$ cat config.mk
export PLATFORM = sky130hd
export DESIGN_NAME = sysarr_accum_seq
export DESIGN_NICKNAME = d
export VERILOG_FILES = /design/src/rtl/sys_arr_pkg.sv /design/src/rtl/sysarr_seq_timer.sv /design/src/rtl/sysarr_accum_seq.sv
export SDC_FILE = /design/constraint.sdc
export NUM_CORES = 1
export LEC_CHECK = 0
export BUFFER_PORTS_ARGS = -buffer_cell sky130_fd_sc_hd__buf_2
export CAP_MARGIN = 25
export CORE_UTILIZATION = 50
export CTS_BUF_LIST = sky130_fd_sc_hd__clkbuf_16
export DETAILED_ROUTE_END_ITERATION = 10
export PLACE_DENSITY_LB_ADDON = 0.05
export SETUP_SLACK_MARGIN = 0.05
export SYNTH_ARGS = -nofsm -noshare
export SYNTH_HDL_FRONTEND = slang
export SYNTH_SLANG_ARGS = --single-unit
export TNS_END_PERCENT = 20
$ cat constraint.sdc
create_clock -name clk -period 3.6 [get_ports clk]
set_input_delay 1.08 -clock clk [delete_from_list [all_inputs] [get_ports clk]]
set_output_delay 1.08 -clock clk [all_outputs]
set_load 0.05 [all_outputs]
$ cat src/rtl/sys_arr_pkg.sv
// -----------------------------------------------------------------------------
// sys_arr_pkg
// Shared types for the systolic-array datapath. This file holds the pieces used
// by the accumulation sequencer:
//   fp16_t             raw IEEE-754 binary16 bit pattern (never inspected here)
//   accum_seq_state_t  sequencer FSM states
//   FP16_POS_INF       +infinity pattern, the result of an overflowing add
//   seq_term_is_last   decides whether an accepted term closes a reduction
// -----------------------------------------------------------------------------
package sys_arr_pkg;

    typedef logic [15:0] fp16_t;

    typedef enum logic [2:0] {
        SEQ_IDLE,
        SEQ_ACCEPT,
        SEQ_ISSUE,
        SEQ_WAIT,
        SEQ_DONE
    } accum_seq_state_t;

    localparam fp16_t FP16_POS_INF = 16'h7C00;

    // A term ends the reduction if the producer flags it, or if it is the
    // term that brings the count up to the maximum (term_idx is 1-based).
    function automatic logic seq_term_is_last(input logic        in_last,
                                              input int unsigned term_idx,
                                              input int unsigned max_terms);
        return in_last || (term_idx >= max_terms);
    endfunction

endpackage

$ cat src/rtl/sysarr_seq_timer.sv
// -----------------------------------------------------------------------------
// sysarr_seq_timer
// Watchdog counter for an outstanding add. Counts up while enabled, holds at
// TIMEOUT, and flags expired while the count equals TIMEOUT.
// Ports:
//   clk      in   clock, rising edge
//   RST      in   async reset, active-high
//   clr      in   synchronous clear (has priority over en)
//   en       in   count enable
//   expired  out  count has reached TIMEOUT
// -----------------------------------------------------------------------------
module sysarr_seq_timer #(
    parameter int TIMEOUT = 15
) (
    input  logic clk,
    input  logic RST,
    input  logic clr,
    input  logic en,
    output logic expired
);

    localparam int TMR_W = $clog2(TIMEOUT + 1);

    logic [TMR_W-1:0] tmr;

    assign expired = (tmr == TMR_W'(TIMEOUT));

    always_ff @(posedge clk or posedge RST) begin
        if (RST) begin
            tmr <= '0;
        end else if (clr) begin
            tmr <= '0;
        end else if (en && !expired) begin
            tmr <= tmr + 1'b1;
        end
    end

endmodule

$ cat src/rtl/sysarr_accum_seq.sv
// -----------------------------------------------------------------------------
// sysarr_accum_seq
// Initiator side of the FP16 adder interface. Accepts a stream of FP16 partial
// sums, folds them one at a time into a running accumulator through the
// external pipelined adder (one add in flight at most), and presents the final
// sum on a valid/ready output.
// Ports:
//   clk, RST                  clock / async active-high reset
//   in_valid/in_ready         term handshake; in_data = term, in_last = final term
//   out_valid/out_ready       result handshake; out_data = sum,
//                             out_count = terms summed, out_err = add timed out
//   add_start                 one-cycle pulse launching an add
//   add_in1/add_in2           accumulator / new-term operands (stable while waiting)
//   add_out/add_ready         adder result and its one-cycle valid pulse
// -----------------------------------------------------------------------------
module sysarr_accum_seq
    import sys_arr_pkg::*;
#(
    parameter int MAX_TERMS = 16,
    parameter int TIMEOUT   = 15,
    parameter int CNT_W     = $clog2(MAX_TERMS + 1)
) (
    input  logic             clk,
    input  logic             RST,
    input  logic             in_valid,
    output logic             in_ready,
    input  logic [15:0]      in_data,
    input  logic             in_last,
    output logic             out_valid,
    input  logic             out_ready,
    output logic [15:0]      out_data,
    output logic [CNT_W-1:0] out_count,
    output logic             out_err,
    output logic             add_start,
    output logic [15:0]      add_in1,
    output logic [15:0]      add_in2,
    input  logic [15:0]      add_out,
    input  logic             add_ready
);

    accum_seq_state_t state;
    fp16_t            acc;
    fp16_t            opnd;
    logic [CNT_W-1:0] count;
    logic             last_q;
    logic             err;

    logic in_hs;
    logic first_last;
    logic next_last;
    logic tmr_en;
    logic tmr_clr;
    logic tmr_expired;

    assign in_hs      = in_valid && in_ready;
    assign first_last = seq_term_is_last(in_last, 32'd1, MAX_TERMS);
    assign next_last  = seq_term_is_last(in_last, 32'(count) + 32'd1, MAX_TERMS);

    // The timer already runs during ISSUE, so it reads 1 on the first WAIT
    // cycle and expires on the TIMEOUT-th WAIT cycle without add_ready.
    assign tmr_en  = (state == SEQ_ISSUE) || (state == SEQ_WAIT);
    assign tmr_clr = !tmr_en || ((state == SEQ_WAIT) && add_ready);

    sysarr_seq_timer #(
        .TIMEOUT (TIMEOUT)
    ) u_timer (
        .clk     (clk),
        .RST     (RST),
        .clr     (tmr_clr),
        .en      (tmr_en),
        .expired (tmr_expired)
    );

    // Operands and results are wired straight from the registers, so they are
    // inherently stable in WAIT and DONE.
    assign out_data  = acc;
    assign out_count = count;
    assign out_err   = err;
    assign add_in1   = acc;
    assign add_in2   = opnd;

    // Handshake outputs are registered and set together with the next state.
    always_ff @(posedge clk or posedge RST) begin
        if (RST) begin
            state     <= SEQ_IDLE;
            acc       <= '0;
            opnd      <= '0;
            count     <= '0;
            last_q    <= 1'b0;
            err       <= 1'b0;
            in_ready  <= 1'b0;
            out_valid <= 1'b0;
            add_start <= 1'b0;
        end else begin
            add_start <= 1'b0;
            case (state)
                SEQ_IDLE: begin
                    in_ready <= 1'b1;
                    if (in_hs) begin
                        // First term seeds the accumulator without an add.
                        acc   <= in_data;
                        count <= CNT_W'(1);
                        if (first_last) begin
                            state     <= SEQ_DONE;
                            in_ready  <= 1'b0;
                            out_valid <= 1'b1;
                        end else begin
                            state <= SEQ_ACCEPT;
                        end
                    end
                end
                SEQ_ACCEPT: begin
                    if (in_hs) begin
                        opnd      <= in_data;
                        last_q    <= next_last;
                        count     <= count + 1'b1;
                        in_ready  <= 1'b0;
                        add_start <= 1'b1;
                        state     <= SEQ_ISSUE;
                    end
                end
                SEQ_ISSUE: begin
                    state <= SEQ_WAIT;
                end
                SEQ_WAIT: begin
                    // add_ready takes priority over a coincident timeout.
                    if (add_ready) begin
                        acc <= add_out;
                        if (last_q) begin
                            state     <= SEQ_DONE;
                            out_valid <= 1'b1;
                        end else begin
                            state    <= SEQ_ACCEPT;
                            in_ready <= 1'b1;
                        end
                    end else if (tmr_expired) begin
                        err       <= 1'b1;
                        state     <= SEQ_DONE;
                        out_valid <= 1'b1;
                    end
                end
                SEQ_DONE: begin
                    if (out_ready) begin
                        acc       <= '0;
                        count     <= '0;
                        err       <= 1'b0;
                        out_valid <= 1'b0;
                        in_ready  <= 1'b1;
                        state     <= SEQ_IDLE;
                    end
                end
                default: begin
                    state     <= SEQ_IDLE;
                    in_ready  <= 1'b0;
                    out_valid <= 1'b0;
                end
            endcase
        end
    end

endmodule

== Yosys cells after proc, flatten, opt, wreduce, memory -nomap -nowiden ==
Index checks and enable logic that the tools add are counted.
Widths: inputs -> output; s select.

* Flip-flop bits (word level): 49
* Input port bits: 38
* Output and inout port bits: 57
* Word-level logic and storage cells: 88

* Add/subtract/negate cells: 3
* Order comparisons: 1
* Equality and inequality tests: 15
* Mux-type cells: 36
* Bitwise gates (word level): 2
* Reduce and logical (&&, ||, !) cells: 21

{| class="wikitable"
|+ Operators by type and width
! cell !! number
|-
| $mux 16 || 3
|-
| $pmux 16 s3 || 1
|-
| $mux 3 || 7
|-
| $reduce_and 4->1 || 4
|-
| $mux 1 || 15
|-
| $mux 5 || 3
|-
| $pmux 3 s5 || 1
|-
| $pmux 5 s3 || 1
|-
| $ne 2x2->1 const B || 7
|-
| $mux 4 || 2
|-
| $add 5x1->6 const B || 1
|-
| $eq 3x2->1 const B || 2
|-
| $ge 6x5->1 const B || 1
|-
| $reduce_and 6->1 || 1
|-
| $reduce_bool 3->1 || 2
|-
| $add 5x1->5 const B || 1
|-
| $pmux 1 s5 || 1
|-
| $reduce_and 5->1 || 1
|-
| $add 4x1->4 const B || 1
|-
| $eq 4x4->1 const B || 1
|-
| $pmux 1 s4 || 1
|-
| $reduce_bool 2->1 || 2
|-
| $eq 3x1->1 const B || 1
|-
| $eq 3x3->1 const B || 1
|-
| other kinds (11) || 17
|}

== Depth between registers and ports, before layout ==
* Depth after elaboration: 5
* Depth in mapped cells: 7
* Gate-level depth less buffers: 5

== By module ==
From an unflattened synthesis, not the netlist that was laid out.

* Cells, all modules: 272
* Area, all modules: 2,780.2 µm²

{| class="wikitable"
|+ By module, submodules not included
! module !! times used !! cells each !! area each (µm²) !! seq. area each (µm²)
|-
| sysarr_accum_seq || 1 || 251 || 2,547.4 || 1,126.1
|-
| sysarr_seq_timer || 1 || 21 || 232.7 || 100.1
|}

== Worst setup path before layout ==
No wires, ideal clock.

* Path type: input to register
* Start: input in_valid
* End: register acc[0] (netlist: add_in1[0])
* Library setup time: 125 ps
* Data arrival time: 2,058 ps
* Data required time: 3,475 ps
* Path slack: 1,417 ps
* Stages: 5
* Path buffers: 1
* Cell sequence: nand2_2 -> o41ai_2 -> a31oi_4 -> buf_6 -> mux2_4

* Longest elaborated chain between the ends: 3

{| class="wikitable"
|+ Ends and longest elaborated chain
! what !! RTL line !! RTL
|-
| start: declaration || sysarr_accum_seq.sv:25 || <nowiki>input logic in_valid,</nowiki>
|-
| $logic_and 1x1->1 || sysarr_accum_seq.sv:55 || <nowiki>assign in_hs = in_valid && in_ready;</nowiki>
|-
| $ne 2x2->1 (no source line) || - ||
|-
| $reduce_and 4->1 (no source line) || - ||
|-
| end signal: assignment || sysarr_accum_seq.sv:101 || <nowiki>acc <= in_data;</nowiki>
|-
| end signal: assignment || sysarr_accum_seq.sv:128 || <nowiki>acc <= add_out;</nowiki>
|-
| end: declaration || sysarr_accum_seq.sv:42 || <nowiki>fp16_t acc;</nowiki>
|}

No other way between the ends.
A chain may end at the register's enable or synchronous reset.

== Worst setup path in the final report ==
* Start: register state[1]
* End: register acc[7] (netlist: add_in1[7])

* Longest elaborated chain between the ends: 3
* Elaborated cells between the ends (all ways): 9
* Classes of those cells: eq/ne: 5; mux: 1; reduce/logical: 3

{| class="wikitable"
|+ Ends and longest elaborated chain
! what !! RTL line !! RTL
|-
| start: declaration || sysarr_accum_seq.sv:41 || <nowiki>accum_seq_state_t state;</nowiki>
|-
| start signal: assignment || sysarr_accum_seq.sv:85 || <nowiki>state <= SEQ_IDLE;</nowiki>
|-
| start signal: assignment || sysarr_accum_seq.sv:104 || <nowiki>state <= SEQ_DONE;</nowiki>
|-
| start signal: assignment || sysarr_accum_seq.sv:108 || <nowiki>state <= SEQ_ACCEPT;</nowiki>
|-
| $eq 3x2->1 (tied with other cells) || sysarr_accum_seq.sv:96 || <nowiki>case (state)</nowiki>
|-
| $ne 2x2->1 (no source line) or $reduce_bool 3->1 (tied branches) || - ||
|-
| $reduce_and 4->1 (no source line) || - ||
|}

Several ways; a longest one is shown, not always the timed one.

==> out/results.txt <==
The synthesized design contains 0 enable-type register cells. Among all stages on the critical path, the largest delay is contributed by dfrtp_1. The depth of the worst register-to-register path is 4, and the sum of buffers and inverters on the critical path is 1. The die is 75.25 um tall. The worst setup path is captured at a register.

The final estimated routing congestion in global placement was 0.8299; the worst max-slew margin expressed relative to the limit was 0.5214. For the finished layout, the period the worst path requires is 2.284 ns. Tracing the worst setup path back leads to its startpoint at state[1].

In the final design database the tool counted 365 nets. The largest single stage delay on the critical path is 0.64 ns. The cell with the most instances after synthesis is dfrtp_1. Static timing analysis puts the maximum clock frequency at 437.8 MHz.

Startpoint of the worst-slack reg-to-reg timing path: state[1]. The post-detailed-route via-to-cell ratio was 5.404. For the utilization of the core after routing, the log shows 0.6222. Entering global routing, the biggest net connects 36 pins. The worst hold path belongs to the class register to register. The tools report the total nets after synthesis as 291.

The number of antenna violations at the first check in global routing was 0. The share of cells above drive strength 1 is 0.4509. The number of different library cells used by synthesis comes to 47. The sum of negative setup slack came out at 0 ns.

The share of flip-flops with an asynchronous set or reset came out at 1.000. The critical path is of the register to register type. Compared with the post-synthesis result, the final layout area differs by 19.22%.

By area, the combinational part of the netlist is dominated by compound AO/OA/AOI/OAI gates. The number of fill cells is 471, and the basic-gate share of the synthesized area counting and, or, nand and nor cells is 0.1031. In this run the worst path has a maximum fanout of 24. After synthesis the netlist holds a flip-flop and latch count of 49. The final worst slack came out at 1.316 ns. Setup repair after global routing left no endpoint under its margin.

After global routing the overflow that remains totals 0. Yosys printed 0 warnings. The logs give 1768 for the via count of the first global-routing pass and 5646 um for the final wirelength.

In this run the number of H-tree levels came out at 2. Number of buffers added on ports: 94. Across the run, the number of max-cap violations was 0. TritonCTS built the clock tree. The fraction of the mapped netlist area in compound gates was 0.1833; the detailed-route wire length per cell was 14.26 um. The portion of synthesized cell area occupied by the leading cell type works out to 0.4571. For the combined area of all synthesized cells, the log shows 0.002683 mm^2.

The die outline width is 75.25 um. In this run the clock root is driven by a clkbuf_16. The final clock skew is 0.005912 ns, and the average cell area after synthesis is 10.69 um^2. The core region is 0.005140 mm^2. The transition at the pin with the smallest max-transition slack works out to 0.7179 ns.

The terminus of the critical flop-to-flop path was add_in1[7]. Overall fraction of global-route tracks in use: 0.1994. The run gives 2.45 ns as the arrival time at the worst endpoint. The number of failing setup endpoints in the final timing report came out at 0. Cell taking the most area after synthesis: dfrtp_1. The logs give 0.4571 for the sequential cell area fraction in the yosys report and 5 for the number of CTS-inserted buffers. The logs give 0 for the final-report hold violation count and 0 for the final-report max-slew violation count. Following the worst setup path forward leads to its endpoint at add_in1[7].

The count of nets left with antenna violations after detail routing is 0, and the register-to-register setup slack is 1.32 ns. For this run, the leading register cell type out of synthesis is dfrtp_1. At the later pin of the worst-skew pair, clock insertion delay measures 0.28 ns. The run gives 3933 um as the total half-perimeter wirelength after legalization and detailed placement. The critical path runs through a total of 4 cells. The flow ran to the end, and the final reports show no timing, DRC or antenna violations. The multiplexer area fraction after synthesis works out to 0.1563. The final route contains 2140 vias. Arithmetic-cell share of the synthesized area counting full adders, half adders and majority gates: 0.009328.

For this design, the CTS-stage hold fixing added 0 buffers. Broken down by cell family, the worst path's largest delay share belongs to flip-flops. Timing analysis after detailed placement gives a worst setup slack of 0.9940 ns. In this run, the number of DRC markers left after iteration 0 of detailed routing was 95. For this run, the detailed router's first-pass iteration total came to 4. Walking the worst path, the cells encountered are buf_4 > nor2b_1 > a31oi_4 > mux2_2.

The floorplan step defined a die boundary enclosing 0.005662 mm^2. The floorplan has 26 rows. The tools report the effective utilization at floorplan as 0.5219.

The number of sinks handled by clock tree synthesis was 49; the post-CTS resize count was 0. After technology mapping, the gate count stands at 251. In the routed design, unresolved DRC markers number 0. The tools report the wire length of the first global-routing pass as 8480 um. For the required time of the critical path, the log shows 3.77 ns.

The worst setup path is launched from a register. After clock tree synthesis, the clock-pin slew on the worst setup and hold paths is 0.06 ns. Sorting the synthesized cells by area gives the leading types as dfrtp_1 (46%), mux2_2 (9.7%), mux2_4 (5.6%). The post-route fraction of the period consumed by the critical path came out at 0.6346. The tools report the total inserted antenna cells as 0. For this design the top-level I/O count stands at 95. The post-synthesis share of cell area spent on xor and xnor gates came out at 0.003265. After synthesis, the most frequently instantiated cells are dfrtp_1 (49), mux2_2 (23), a21oi_1 (22), o21ai_0 (22), buf_4 (18). The maximum count of clock buffers along a single path was 2; the number of buffers inserted to repair setup after CTS was 0.
[state kept, by name, indices dropped and copies added (netlist names)]
name	count
last_q	1
out_valid	1
state	3
u_timer.tmr	4
add_in1	16
out_count	5
in_ready	1
out_err	1
add_start	1
add_in2	16
[cells in the final DEF, fill, tap and decap left out, types with 2 or more instances in the layout]
master / synthesis / layout
o21ai_0: 22 / 22
a21oi_1: 22 / 22
nor2b_1: 3 / 3
o22ai_1: 17 / 17
nor3_1: 5 / 5
a211oi_1: 2 / 2
clkinv_2: 0 / 2
mux2_4: 10 / 10
dfrtp_1: 49 / 49
buf_2: 2 / 94
mux2_2: 23 / 23
clkbuf_16: 0 / 5
buf_4: 18 / 3
nor2_1: 12 / 12
nand3_1: 4 / 4
ha_1: 2 / 2
nand3b_1: 2 / 2
a31oi_1: 3 / 3
a21o_1: 2 / 2
nand2_1: 13 / 13
inv_1: 3 / 3
and2_1: 2 / 2
[area by class of cell]
type                    count  area [um^2]  area share
flip-flops and latches     49         1226      0.3834
clock inverters             3        13.76    0.004304
inverters                   3        11.26    0.003521
well taps                  70        87.58     0.02739
multi-input cells         168         1221      0.3818
repair buffers             98        513.0      0.1604
clock buffers               5        125.1     0.03912
[routing by layer]
layer,track usage,vias to the layer above,share of wire
met5,0,-,0
met4,0.05556,0,0.0048
met3,0.03347,2,0.052
met2,0.3133,69,0.48
met1,0.2860,1013,0.46
li1,-,1056,-
[logic make-up after synthesis]
| family | count (synthesis) |
|---|---|
| simple gates | 51 |
| flops | 49 |
| mux | 34 |
| buf+inv | 34 |
| xor+xnor | 1 |
| compound gates | 80 |
| fa+ha+maj | 2 |
[how the worst min path moves through the flow]
stage / startpoint / endpoint / cells past startpoint
2_1_floorplan: last_q / last_q / 2
5_1_grt: add_in2[12] / add_in2[12] / 1
3_3_place_gp: add_in2[12] / add_in2[12] / 1
6_report: add_in2[12] / add_in2[12] / 1
4_1_cts: add_in2[14] / add_in2[14] / 1
3_5_place_dp: add_in2[6] / add_in2[6] / 1
[metrics by stage]
step | cells | hold slack, ns | instance area (um^2)
final | 396 | 0.5011 | 3198
after global placement | 387 | 0.4841 | 3039
after CTS | 396 | 0.5049 | 3198
after floorplan | 251 | 0.5076 | 2683
after detailed placement | 388 | 0.4905 | 3059
after global routing | 396 | 0.5180 | 3198
Power is not shown: default switching activity piles up to over one toggle a cycle in this logic, so the estimate is an artifact.
